<file path="config.mk">
export PLATFORM = sky130hd
export DESIGN_NAME = dma_engine_mc
export DESIGN_NICKNAME = d
export VERILOG_FILES = /design/src/rtl/dma_engine_mc.sv
export SDC_FILE = /design/constraint.sdc
export NUM_CORES = 1
export LEC_CHECK = 0
export CAP_MARGIN = 20
export CORE_UTILIZATION = 50
export DETAILED_ROUTE_END_ITERATION = 8
export HOLD_SLACK_MARGIN = 0.1
export PLACE_DENSITY = 0.75
export RECOVER_POWER = 50
export SETUP_SLACK_MARGIN = 0.3
export SYNTH_ARGS = -nofsm -noshare
export SYNTH_HDL_FRONTEND = slang
export SYNTH_SLANG_ARGS = --single-unit
export TNS_END_PERCENT = 5
</file>
<file path="constraint.sdc">
create_clock -name clk -period 6.3 [get_ports clk]
set_clock_uncertainty 0.1 [all_clocks]
set_input_delay 1.575 -clock clk [delete_from_list [all_inputs] [get_ports clk]]
set_output_delay 1.575 -clock clk [all_outputs]
set_load 0.05 [all_outputs]
</file>
<file path="src/rtl/dma_engine_mc.sv">
// dma_engine_mc: NUM_CH-channel MMIO-programmed word-copy DMA sharing one memory master.
// Channels are served round-robin one word (read beat + write beat) at a time.
`ifndef ADDR_W
`define ADDR_W 32
`endif
`ifndef XLEN
`define XLEN 32
`endif
`ifndef DMA_BASE_ADDR
`define DMA_BASE_ADDR 32'h0001_0000
`endif

module dma_engine_mc #(
    parameter int NUM_CH = 2,
    parameter logic [`ADDR_W-1:0] BASE_ADDR = `DMA_BASE_ADDR,
    parameter int CH_STRIDE = 32,
    parameter int LEN_W = 16
) (
    input  logic                clk,
    input  logic                rst_n,
    input  logic                mmio_req,
    input  logic                mmio_we,
    input  logic [`ADDR_W-1:0]  mmio_addr,
    input  logic [`XLEN-1:0]    mmio_wdata,
    output logic [`XLEN-1:0]    mmio_rdata,
    output logic                mmio_ready,
    output logic                dma_mem_req,
    output logic                dma_mem_we,
    output logic [`ADDR_W-1:0]  dma_mem_addr,
    output logic [`XLEN-1:0]    dma_mem_wdata,
    input  logic [`XLEN-1:0]    dma_mem_rdata,
    input  logic                dma_mem_ready,
    output logic                dma_irq
);
    localparam int CW = NUM_CH > 1 ? $clog2(NUM_CH) : 1;
    localparam int AW = `ADDR_W;
    localparam int XW = `XLEN;

    typedef enum logic [1:0] {IDLE, ARB, RD, WR} state_t;
    state_t state, state_nx;

    logic [AW-1:0]     src [NUM_CH];
    logic [AW-1:0]     dst [NUM_CH];
    logic [XW-1:0]     len [NUM_CH];
    logic [LEN_W-1:0]  rem [NUM_CH];
    logic [NUM_CH-1:0] busy, done, err, irq_en, src_fix, dst_fix;
    logic [NUM_CH-1:0] ch_hit, start, abort_hit, is_sel, fin, cand, bad;
    logic [CW-1:0]     sel, rr_ptr, pick;
    logic [XW-1:0]     buf_q;
    logic              abort_pend, abort_sel, stop, last, beat, act;
    logic [AW-1:0]     off, roff, cidx;
    logic              in_ch, wr, r_src, r_dst, r_len, r_ctl, r_stat, r_clr;

    assign off    = mmio_addr - BASE_ADDR;
    assign in_ch  = off < AW'(NUM_CH * CH_STRIDE);
    assign cidx   = off / AW'(CH_STRIDE);
    assign roff   = off % AW'(CH_STRIDE);
    assign wr     = mmio_req && mmio_we && in_ch;
    assign r_src  = roff == AW'('h00);
    assign r_dst  = roff == AW'('h04);
    assign r_len  = roff == AW'('h08);
    assign r_ctl  = roff == AW'('h0C);
    assign r_stat = roff == AW'('h10);
    assign r_clr  = roff == AW'('h14);
    assign mmio_ready = mmio_req;

    assign act       = state == RD || state == WR;
    assign beat      = state == WR && dma_mem_ready;
    assign abort_sel = |(abort_hit & is_sel);
    assign stop      = abort_pend || abort_sel;
    assign last      = rem[sel] == LEN_W'(1) || stop;
    assign cand      = busy & ~abort_hit;

    always_comb begin
        ch_hit = '0;
        start = '0;
        abort_hit = '0;
        is_sel = '0;
        fin = '0;
        bad = '0;
        for (int c = 0; c < NUM_CH; c++) begin
            ch_hit[c]    = in_ch && cidx == AW'(c);
            start[c]     = wr && ch_hit[c] && r_ctl && mmio_wdata[0] && !busy[c];
            abort_hit[c] = wr && ch_hit[c] && r_ctl && mmio_wdata[4] && busy[c];
            is_sel[c]    = act && sel == CW'(c);
            fin[c]       = beat && is_sel[c] && last;
            bad[c]       = len[c][1:0] != 2'b0 || src[c][1:0] != 2'b0 || dst[c][1:0] != 2'b0 ||
                           (len[c] >> (LEN_W + 2)) != '0;
        end
    end

    // first candidate at or after rr_ptr: scan downwards so the nearest one wins
    always_comb begin
        pick = rr_ptr;
        for (int k = NUM_CH - 1; k >= 0; k--)
            if (cand[(int'(rr_ptr) + k) % NUM_CH]) pick = CW'((int'(rr_ptr) + k) % NUM_CH);
    end

    always_comb begin
        state_nx = state;
        case (state)
            IDLE: state_nx = |busy ? ARB : IDLE;
            ARB:  state_nx = |cand ? RD : IDLE;
            RD:   state_nx = dma_mem_ready ? WR : RD;
            WR:   state_nx = !dma_mem_ready ? WR : |(busy & ~fin) ? ARB : IDLE;
            default: state_nx = IDLE;
        endcase
    end

    assign dma_mem_req   = act;
    assign dma_mem_we    = state == WR;
    assign dma_mem_addr  = state == RD ? src[sel] : state == WR ? dst[sel] : '0;
    assign dma_mem_wdata = state == WR ? buf_q : '0;

    always_comb begin
        mmio_rdata = '0;
        for (int c = 0; c < NUM_CH; c++)
            if (ch_hit[c])
                mmio_rdata = r_src  ? XW'(src[c]) :
                             r_dst  ? XW'(dst[c]) :
                             r_len  ? len[c] :
                             r_ctl  ? XW'({dst_fix[c], src_fix[c], irq_en[c], 1'b0}) :
                             r_stat ? XW'({err[c], done[c], busy[c]}) : '0;
        if (off == AW'('h100)) mmio_rdata = XW'(done) | (XW'(busy) << 16);
    end

    always_ff @(posedge clk or negedge rst_n) begin
        if (!rst_n) begin
            state      <= IDLE;
            sel        <= '0;
            rr_ptr     <= '0;
            buf_q      <= '0;
            abort_pend <= 1'b0;
            dma_irq    <= 1'b0;
        end else begin
            state <= state_nx;
            if (state == ARB) sel <= pick;
            if (state == RD && dma_mem_ready) buf_q <= dma_mem_rdata;
            if (beat) rr_ptr <= sel == CW'(NUM_CH - 1) ? '0 : sel + CW'(1);
            abort_pend <= beat ? 1'b0 : abort_pend || abort_sel;
            dma_irq <= |((done | err) & irq_en);
        end
    end

    always_ff @(posedge clk or negedge rst_n) begin
        if (!rst_n) begin
            for (int c = 0; c < NUM_CH; c++) begin
                src[c] <= '0;
                dst[c] <= '0;
                len[c] <= '0;
                rem[c] <= '0;
            end
            busy    <= '0;
            done    <= '0;
            err     <= '0;
            irq_en  <= '0;
            src_fix <= '0;
            dst_fix <= '0;
        end else begin
            for (int c = 0; c < NUM_CH; c++) begin
                if (wr && ch_hit[c] && !busy[c]) begin
                    if (r_src) src[c] <= AW'(mmio_wdata);
                    if (r_dst) dst[c] <= AW'(mmio_wdata);
                    if (r_len) len[c] <= mmio_wdata;
                end
                if (wr && ch_hit[c] && r_ctl) begin
                    irq_en[c]  <= mmio_wdata[1];
                    src_fix[c] <= mmio_wdata[2];
                    dst_fix[c] <= mmio_wdata[3];
                end
                // clears come first so a same-cycle set overrides them
                if (wr && ch_hit[c] && r_clr) begin
                    if (mmio_wdata[0]) done[c] <= 1'b0;
                    if (mmio_wdata[1]) err[c] <= 1'b0;
                end
                if (start[c]) begin
                    if (len[c] == '0) done[c] <= 1'b1;
                    else if (bad[c]) {done[c], err[c]} <= 2'b11;
                    else begin
                        busy[c] <= 1'b1;
                        rem[c]  <= LEN_W'(len[c] >> 2);
                    end
                end
                if (abort_hit[c] && !is_sel[c]) {busy[c], done[c], err[c]} <= 3'b011;
                if (beat && is_sel[c]) begin
                    if (!src_fix[c]) src[c] <= src[c] + AW'(4);
                    if (!dst_fix[c]) dst[c] <= dst[c] + AW'(4);
                    rem[c] <= rem[c] - LEN_W'(1);
                    if (last) {busy[c], done[c]} <= 2'b01;
                    if (stop) err[c] <= 1'b1;
                end
            end
        end
    end
endmodule

</file>
==> results by stage <==
Status:
- The flow ran to the end, but the final reports show violations.
- The checks that failed: capacitance limit, slew limit.

Yosys:
- The number of enable-type register cells in the synthesized netlist is 0.
- In this run, synthesis produced a sequential element count of 274.
- The gate count of the mapped netlist is 1,961.
- The number of nets in the synthesized netlist is 2,071.
- Of the post-synthesis cell area, the dominant cell type holds 0.388.
- Yosys attributes the largest share of cell area to sky130_fd_sc_hd__dfrtp_1 39%, sky130_fd_sc_hd__mux2_2 4.7%, sky130_fd_sc_hd__a21oi_1 4.1%.
- The total standard cell area after synthesis is ~18,000 sq um.
- Of the synthesized area, sequential elements account for 0.388.
- The count of cell types in the netlist is 85.
- The most used flip-flop cell after synthesis is sky130_fd_sc_hd__dfrtp_1.
- Each instance of the synthesized netlist takes up on average 9.02 sq um.
- The Yosys step of the flow raised 0 warnings.
- The share of flip-flops with an asynchronous set or reset after synthesis is 1.00.
- The post-synthesis cell type with the largest combined area is sky130_fd_sc_hd__dfrtp_1.

Floorplan:
- The initial standard-cell utilization of the core is 0.509.
- The I/O pin total is ~200.
- From bottom edge to top edge, the die measures 190 um.
- The die covers 36,100 sq um.
- After floorplanning, the core was sized to cover around 35,000 sq um.
- Measured along the x axis, the die boundary spans 190 um.
- The floorplan row count is 68.

Finish:
- In the final layout, the share of cells above drive strength 1 is 0.157.
- Summing all multi-input logic gate instances after layout gives 10,200 sq um.
- The final layout contains about 2.2k nets.
- The share of the core filled with cells in the final layout is 0.626.
- The number of fillers in the final layout is 2,889.
- The finished layout cell area is between 20,000 and 25,000 sq um.
- From synthesis to final layout, the design area changed by 22.9%.
- The flip-flop and latch area is 6860 sq um.

Power and ir drop:
- For this design the static power due to leakage is between 8 and 9 nW.
- The areal power density over the cells is about 380 nW/um^2.
- The worst-case vdd ir drop is 0.000416 V.
- The total power is 0.00832 W.

Clocking:
- The insertion delay of the later-clocked pin in the worst-skew pair is about 530 ps.
- The number of clock sinks is 274.
- The buffer type at the clock tree root is sky130_fd_sc_hd__clkbuf_16.
- The maximum root-to-sink buffer count is 3.
- Clock-pin slew was measured on the worst setup and hold paths at around 60 ps.
- The number of hold buffers added after CTS is 0.
- The number of CTS-inserted buffers is 34.
- TritonCTS built the clock tree.
- The clock tree synthesis step divided the H-tree into 2 levels.

Placement:
- Detailed placement finished with a half-perimeter wire length of roughly 50,000 um.
- The placed standard-cell area is 20,500 sq um.
- The number of buffer cells added on primary ports is 200.
- The placer congestion estimate is 1.06.

Timing:
- For the pin with the worst max-slew slack, the measured transition is approximately 2600 ps.
- Dividing the final minimum period by the clock period gives 0.940.
- In this run the tightest slew margin relative to its limit is -0.712.
- The sum of negative setup slack is 0 ps.
- Setup violations remaining at the end of the flow were counted as 0.
- The number of pins exceeding their max-slew limit in the final report is 171.
- The number of hold violations in the final report is 0.
- The highest achievable clock rate is approximately 170 MHz.
- Setup repair after global routing left no endpoint under its margin.
- The time the final worst path needs with I/O delays and setup is 5920 ps.

Critical path:
- Data on the critical path is required at its endpoint by 4620 ps.
- STA classifies the critical path startpoint as a primary input.
- The worst setup slack for register-to-register paths is 2380 ps.
- The end of the worst register-to-register path is src[38].
- The startpoint of the lowest-slack register-to-register path is state[1].
- The maximum net fanout on the critical path is 6.
- Data on the critical path arrives at its endpoint at between 4000 and 5000 ps.
- The endpoint of the most critical setup path is mmio_rdata[2].
- The timing startpoint of the critical path is mmio_addr[4].
- Counting cells, the worst reg-to-reg path comes to 7.
- The capturing element type of the critical path is an output port.
- The worst setup path category is in -> out.

Drt:
- Once detail routing completed, the nets flagged for antenna violations numbered 0.
- The initial DRC count is 2,640.
- The sum of routed wire length over all layers is ~69,000 um.
- The number of detailed-routing iterations run before antenna repair is 8.
- Dividing the detail-routed via count by the number of cells gives between 7 and 8.
- Across all layers, the routed design uses 18.2k vias.
- The number of remaining DRC errors is 0.
- After detailed routing, the average wire length per cell comes to 26.8 um.

Flow run:
- The number of violations of the max-capacitance limit is 3.

GRT:
- The number of antenna violations at the first check in global routing is 3.
- The via count of the first global-routing pass came to 17.1k.
- The first-pass GRT wire length is 106,000 um.
- The total grt overflow is 0.
- The total track usage is 0.384.
- Entering global routing, the biggest net connects around 100 pins.

Worst hold path:
- The path class of the lowest-slack min-delay path is reg -> reg.
[flip-flops by register name (all words and copies together) (netlist names)]
| name | cells |
|---|---|
| abort_pend | 1 |
| src | 64 |
| sel | 1 |
| irq_en | 2 |
| src_fix | 2 |
| dst | 64 |
| state | 2 |
| len | 64 |
| dma_irq | 1 |
| rr_ptr | 1 |
| dst_fix | 2 |
| busy | 2 |
| done | 2 |
| err | 2 |
| buf_q | 32 |
| rem | 32 |
[logic make-up (layout without fill, tap and decap cells)]
| family | count (synthesis) | count (layout) | synth area share |
|---|---|---|---|
| multiplexers | 157 | 157 | 0.119 |
| adder cells (fa/ha/maj) | 9 | 9 | 0.00637 |
| flip-flops | 274 | 274 | 0.388 |
| other | 0 | 1 | 0 |
| AND/OR/NAND/NOR | 743 | 743 | 0.216 |
| AO/OA/AOI/OAI | 591 | 591 | 0.227 |
| XOR/XNOR | 4 | 4 | 0.00198 |
| buffers and inverters | 183 | 345 | 0.0417 |
[report_power, final]
group	leakage (nW)	switching, W	internal (W)
registers	3.21	0.000609	0.00212
clock network	0.560	0.000782	0.00123
logic	4.82	0.00220	0.00138
[repair_timing]
action / in CTS / in global routing
pin swaps: 1 / 2
setup buffers: 1 / 0
gates resized for setup: 9 / 31
endpoints found under the setup margin: 32 / 32
[worst min-delay path by stage]
stage / start / endpoint / cells after the start
after detailed placement: rr_ptr / rr_ptr / 2
after global routing: buf_q[15] / buf_q[15] / 1
after floorplan: rr_ptr / rr_ptr / 2
final: rr_ptr / rr_ptr / 2
after CTS: rr_ptr / rr_ptr / 2
after global placement: rr_ptr / rr_ptr / 2
[synthesized netlist by cell type (16+ instances only)]
| library cell | count |
|---|---|
| sky130_fd_sc_hd__nand2_1 | 133 |
| sky130_fd_sc_hd__o211a_1 | 17 |
| sky130_fd_sc_hd__dfrtp_1 | 274 |
| sky130_fd_sc_hd__nor4_1 | 44 |
| sky130_fd_sc_hd__inv_1 | 33 |
| sky130_fd_sc_hd__nor3_1 | 50 |
| sky130_fd_sc_hd__a211oi_1 | 25 |
| sky130_fd_sc_hd__a21oi_1 | 146 |
| sky130_fd_sc_hd__o22ai_1 | 19 |
| sky130_fd_sc_hd__mux4_2 | 32 |
| sky130_fd_sc_hd__and3_1 | 60 |
| sky130_fd_sc_hd__a221oi_1 | 33 |
| sky130_fd_sc_hd__o21ai_0 | 143 |
| sky130_fd_sc_hd__and2_1 | 46 |
| sky130_fd_sc_hd__mux2_2 | 74 |
| sky130_fd_sc_hd__nand3_1 | 101 |
| sky130_fd_sc_hd__or3_1 | 16 |
| sky130_fd_sc_hd__o221a_2 | 33 |
| sky130_fd_sc_hd__a31oi_1 | 21 |
| sky130_fd_sc_hd__mux2i_1 | 16 |
| sky130_fd_sc_hd__a22oi_1 | 36 |
| sky130_fd_sc_hd__clkbuf_1 | 117 |
| sky130_fd_sc_hd__nor2_1 | 181 |
| sky130_fd_sc_hd__nand4_1 | 41 |
| sky130_fd_sc_hd__mux2_1 | 35 |
[cell usage in the layout (no fill, tap or decap), drive strengths merged, types with 36 or more instances in the layout]
master / count
nand4: 41
clkdlybuf4s50: 162
nor2: 181
and3: 60
a21oi: 146
o21ai: 145
nand3: 103
nand2: 134
and2: 46
mux2: 109
buf: 81
clkbuf: 56
a22oi: 36
nor3: 50
dfrtp: 274
nor4: 47
[layer usage]
| metal | share of wire | GRT usage | wire, um |
|---|---|---|---|
| met2 | 0.43 | 0.557 | 29600 |
| met5 | 0.00081 | 0 | 56 |
| met3 | 0.15 | 0.113 | 10200 |
| met4 | 0.038 | 0.153 | 2620 |
| met1 | 0.39 | 0.536 | 26600 |
[metrics by stage]
step                cells  hold slack, ps  setup WS [ps]
finish               2579             392            375
global route         2578             406            262
CTS                  2577             389            206
detailed placement   2518             375          -96.8
global placement     2517             371           41.5
floorplan            1961             348            223
[layout make-up]
type | count | share of cell area
sequential | 274 | 0.316
antenna | 1 | 0.000115
tap | 455 | 0.0262
timing repair buffer | 254 | 0.129
inverter | 33 | 0.00570
clock buffer | 49 | 0.0465
clock inverter | 9 | 0.00553
multi-input combinational | 1504 | 0.471
[critical path, cell delays in order]
cell                            delay [ps]
sky130_fd_sc_hd__dlygate4sd3_1         620
sky130_fd_sc_hd__or4b_2                820
sky130_fd_sc_hd__nor2_1                340
sky130_fd_sc_hd__nand2_1               110
sky130_fd_sc_hd__nand4_1                80
sky130_fd_sc_hd__o21ai_0               160
sky130_fd_sc_hd__a211oi_2              260
sky130_fd_sc_hd__buf_4                 150
sky130_fd_sc_hd__buf_12                120
No activity file was read; power rests on OpenSTA's default activity.
